[src/rtl/alu_mul_sequencer.sv]
// Shift-add multiply sequencer that borrows the shared ALU (ADD/SHL) to form the
// low XLEN bits of a*b. It requests the ALU with alu_req/alu_gnt and returns the product over valid/ready.
//
// state | meaning
// ------+--------------------------------------------------------------
// IDLE  | ready for an operand pair
// EVAL  | pick next step from mplier/cnt, ALU untouched
// ADD   | acc <= acc + mcand through the ALU (stalls without grant)
// SHIFT | mcand <= mcand << 1 through the ALU, mplier >>= 1, cnt++
// DONE  | hold product on resp_data until resp_ready
module alu_mul_sequencer #(
  parameter int         XLEN     = 32,
  parameter logic [2:0] CTRL_ADD = 3'b000,
  parameter logic [2:0] CTRL_SHL = 3'b001
) (
  input  logic            clk,
  input  logic            rst_n,
  input  logic            req_valid,
  output logic            req_ready,
  input  logic [XLEN-1:0] req_a,
  input  logic [XLEN-1:0] req_b,
  output logic            resp_valid,
  input  logic            resp_ready,
  output logic [XLEN-1:0] resp_data,
  output logic            alu_req,
  input  logic            alu_gnt,
  output logic [XLEN-1:0] alu_srca,
  output logic [XLEN-1:0] alu_srcb,
  output logic [2:0]      alu_ctrl,
  input  logic [XLEN-1:0] alu_result
);

  localparam int CW = $clog2(XLEN) + 1;
  localparam logic [CW-1:0] CNT_MAX = CW'(XLEN);

  typedef enum logic [2:0] {
    S_IDLE  = 3'd0,
    S_EVAL  = 3'd1,
    S_ADD   = 3'd2,
    S_SHIFT = 3'd3,
    S_DONE  = 3'd4
  } state_t;

  state_t          state, state_next;
  logic [XLEN-1:0] acc, mcand, mplier;
  logic [CW-1:0]   cnt;

  always_ff @(posedge clk or negedge rst_n) begin
    if (!rst_n) begin
      state <= S_IDLE;
    end else begin
      state <= state_next;
    end
  end

  // ALU drives depend only on state and registers; alu_gnt only steers the next state.
  always_comb begin
    state_next = state;
    req_ready  = 1'b0;
    resp_valid = 1'b0;
    resp_data  = '0;
    alu_req    = 1'b0;
    alu_srca   = '0;
    alu_srcb   = '0;
    alu_ctrl   = CTRL_ADD;
    case (state)
      S_IDLE: begin
        req_ready = 1'b1;
        if (req_valid) state_next = S_EVAL;
      end
      S_EVAL: begin
        if (mplier == '0 || cnt == CNT_MAX) state_next = S_DONE;
        else if (mplier[0])                 state_next = S_ADD;
        else                                state_next = S_SHIFT;
      end
      S_ADD: begin
        alu_req  = 1'b1;
        alu_srca = acc;
        alu_srcb = mcand;
        alu_ctrl = CTRL_ADD;
        if (alu_gnt) state_next = S_SHIFT;
      end
      S_SHIFT: begin
        alu_req  = 1'b1;
        alu_srca = mcand;
        alu_srcb = XLEN'(1);
        alu_ctrl = CTRL_SHL;
        if (alu_gnt) state_next = S_EVAL;
      end
      S_DONE: begin
        resp_valid = 1'b1;
        resp_data  = acc;
        if (resp_ready) state_next = S_IDLE;
      end
      default: state_next = S_IDLE;
    endcase
  end

  always_ff @(posedge clk or negedge rst_n) begin
    if (!rst_n) begin
      acc    <= '0;
      mcand  <= '0;
      mplier <= '0;
      cnt    <= '0;
    end else begin
      case (state)
        S_IDLE: begin
          if (req_valid) begin
            acc    <= '0;
            mcand  <= req_a;
            mplier <= req_b;
            cnt    <= '0;
          end
        end
        S_ADD: begin
          if (alu_gnt) acc <= alu_result;
        end
        S_SHIFT: begin
          if (alu_gnt) begin
            mcand  <= alu_result;
            mplier <= {1'b0, mplier[XLEN-1:1]};
            cnt    <= cnt + 1'b1;
          end
        end
        default: begin
        end
      endcase
    end
  end

endmodule

[config.mk]
export PLATFORM = sky130hd
export DESIGN_NAME = alu_mul_sequencer
export DESIGN_NICKNAME = d
export VERILOG_FILES = /design/src/rtl/alu_mul_sequencer.sv
export SDC_FILE = /design/constraint.sdc
export NUM_CORES = 1
export LEC_CHECK = 0
export BUFFER_PORTS_ARGS = -buffer_cell sky130_fd_sc_hd__buf_2
export CAP_MARGIN = 15
export CORE_MARGIN = 5
export CORE_UTILIZATION = 55
export DETAILED_ROUTE_END_ITERATION = 8
export HOLD_SLACK_MARGIN = 0.15
export MAX_ROUTING_LAYER = met4
export PLACE_DENSITY = 0.84
export RECOVER_POWER = 50
export SLEW_MARGIN = 40
export SYNTH_ARGS = -nofsm -noshare
export SYNTH_HDL_FRONTEND = slang
export SYNTH_SLANG_ARGS = --single-unit
export TNS_END_PERCENT = 1
[constraint.sdc]
create_clock -name clk -period 2.4 [get_ports clk]
set_input_delay 0.36 -clock clk [delete_from_list [all_inputs] [get_ports clk]]
set_output_delay 0.36 -clock clk [all_outputs]
set_load 0.01 [all_outputs]
==> flow_summary_export.csv <==
group,metric,value,unit
global_routing,antenna_found_initial,0,
clock_tree,htree_levels,3,
logic_synthesis,synth_top_area_share,0.4396,
job,drv_cap,0,
route,drtPass1Iterations,5,
global_routing,met2_usage,0.4418,
logic_synthesis,yosysSeqAreaShare,0.4396,
global_routing,overflow,0,
clock_tree,cts_tree,"done",
global_routing,grt_busiest_layer,"met2",
floorplanning,fp.dieW,114.2,um
logic_synthesis,synth-seq-cells,105,
logic_synthesis,synth_mux_area_frac,0.1608,
logic_synthesis,synth_xor_area_frac,0.004396,
floorplanning,start_util,0.5562,
cells_and_area,drive_gt1_frac,0.3297,
min_path,hp-class,"primary input to flip-flop",
floorplanning,dieArea,13050,um^2
logic_synthesis,postSynthCellCount,646,
global_routing,grt_pass1_wl,26280,um
status,status,"completed",
timing,max-slew-margin-rel,0.2380,
route,postRouteWirelength,16560,um
route,detail-route-antenna-nets,0,
logic_synthesis,synth_simple_gate_area_frac,0.2338,
timing,skew,0.007339,ns
power_and_ir_drop,leakagePower,3.673,nW
global_routing,grt_max_degree,49,
cells_and_area,fin_util,0.6747,
clock_tree,path_clk_slew,0.10,ns
setup_path,crit_chain,"clkbuf_2, nor3_1, buf_2",
global_routing,grt.met3_usage,0.03171,
clock_tree,cts_sinks,105,
placement,io_buffers,200,
route,drc_errors,0,
cells_and_area,diodes,0,
logic_synthesis,synth_top_family_by_area,"simple AND/OR/NAND/NOR gates",
floorplanning,io-pin-count,203,
route,drt_iter0_drc,414,
setup_path,critPathMaxFanout,14,
global_routing,track_usage,0.2588,
power_and_ir_drop,peakVddDrop,637.1,uV
floorplanning,fp.dieH,114.2,um
global_routing,grt_use_met1,0.3117,
clock_tree,numCtsBuffers,9,
global_routing,grt_pass1_vias,5389,
timing,fmax,0.4229,GHz
timing,post-route-period-util,0.9851,
clock_tree,cts_root_buf,"clkbuf_8",
logic_synthesis,synthTopCellsByCount,"nor2_1, dfrtp_1, mux2i_1",
logic_synthesis,synthAdderAreaFrac,0.004187,
logic_synthesis,yosysMostFrequentCell,"nor2_1",
timing,fin_tns_setup,0,ns
setup_path,start_kind,"flip-flop",
setup_path,cpPeakStageDelay,0.54,ns
logic_synthesis,synth.largest_area_cell,"dfrtp_1",
route,drt-vias-per-instance,5.530,
setup_path,crit_path_end_kind,"output pin",
timing,min_period,2.364,ns
route,dr_total_vias,5386,
timing,rsz0062_at_grt,"no",
logic_synthesis,synth_area,5977,um^2
timing,holdWs,0.2186,ns
timing,setup_viol,0,
logic_synthesis,ys_types,39,
setup_path,cp.required,2.04,ns
logic_synthesis,synth_flop_cell,"dfrtp_1",
floorplanning,core_area,10750,um^2
setup_path,critPathKind,"flip-flop to output pin",
route,wl_per_cell,17.00,um
cells_and_area,area_growth,21.29,%
logic_synthesis,synth_edf_count,0,
placement,place_hpwl,12280,um
logic_synthesis,ys_warn_count,0,
power_and_ir_drop,power,0.009224,W
clock_tree,cts_setup_buffers,0,
logic_synthesis,synthTopCellsByArea,"dfrtp_1, mux2i_1, and2_1",
timing,hold_viol,0,
setup_path,slowest_stage,"dfrtp_2",
cells_and_area,nets,932,
setup_path,arrival,2.00,ns
logic_synthesis,avgSynthCellArea,9.252,um^2
logic_synthesis,synthArstFlopShare,1.000,
floorplanning,placementRows,38,
clock_tree,clock_latency,0.37,ns
clock_tree,cts.path.max_buffers,2,
timing,tightest_slew,1.143,ns
logic_synthesis,synth_compound_area_frac,0.09818,
power_and_ir_drop,power.density,1272,nW/um^2
placement,gp_congestion,0.8876,
timing,drv_slew,0,
[worst max-delay path: cells and delay by family, from the launching register on]
kind | cells | cell delay [ns]
DFF | 1 | 0.54
buffers and inverters | 2 | 0.58
and+or+nand+nor | 1 | 0.52
[cell usage in the layout (no fill, tap or decap), drive strengths merged, types with 3 or more instances in the layout]
master  netlist  routed
a211oi        3       3
clkbuf       18      18
nor3          4       4
buf          33     213
xnor2         3       3
nand2        71      71
and2         66      66
nand3        36      36
mux2i        96      96
nor4          9       9
a21oi        65      65
o21ai         3       3
dfrtp       105     105
clkinv        0       3
nand4         3       3
nor2        106     106
inv           7       8
[stage by stage]
stage	area, um^2	setup WS (ns)	instances
2_1_floorplan	5981	0.6695	647
3_3_place_gp	7094	0.5287	957
3_5_place_dp	7094	0.4554	957
4_1_cts	7284	0.1100	974
5_1_grt	7249	0.01146	974
6_report	7249	0.03565	974
[cells by family (layout without fill, tap and decap cells)]
group,count (synthesis),count (layout)
compound gates,81,81
xor+xnor,3,3
fa+ha+maj,2,2
buf+inv,58,245
flops,105,105
mux,96,96
other cells,1,2
simple gates,300,300
[registers in the layout, summed over array words and instances, names as in the netlist]
register and cells:
acc 32, mcand 32, mplier 32, cnt 6, state 3
[metal layers]
layer	up-vias	wire [um]
met5	-	0
met4	0	465
li1	2532	-
met2	223	8463
met3	42	1078
met1	2589	6547
[layout make-up]
class | count | area (um^2)
Timing Repair Buffer | 222 | 1224
Sequential cell | 105 | 2630
Tap cell | 140 | 175.2
Clock inverter | 6 | 42.54
Inverter | 7 | 26.28
Clock buffer | 10 | 137.6
Fill cell | 859 | 3496
Multi-Input combinational cell | 484 | 3014
[where the power goes]
group          leakage (nW)  switching (W)  total, W  internal [W]
Combinational          2.33        0.00281   0.00483       0.00202
Clock                0.0887       0.000621   0.00103      0.000408
Sequential             1.25       0.000744   0.00336       0.00262
[path summary, 6_finish.rpt]
path	slack (ns)	cells past startpoint	to	from
max in group asynchronous	0.51	3	mplier[11]	rst_n
worst max-delay path	0.04	3	req_ready	state[0]
worst min-delay path	0.22	3	acc[21]	alu_result[21]
worst min register to register	0.49	2	acc[0]	acc[0]
worst max register to register	0.12	5	mcand[12]	state[0]
min in group asynchronous	0.74	2	acc[20]	rst_n
[repair_timing]
item | in CTS | in global routing
endpoints found under the setup margin | 0 | 2
resized for setup | 0 | 1
hold buffers | 1 | 0
endpoints found under the hold margin | 43 | 0
Note: power is estimated with default switching activity, not from simulation.
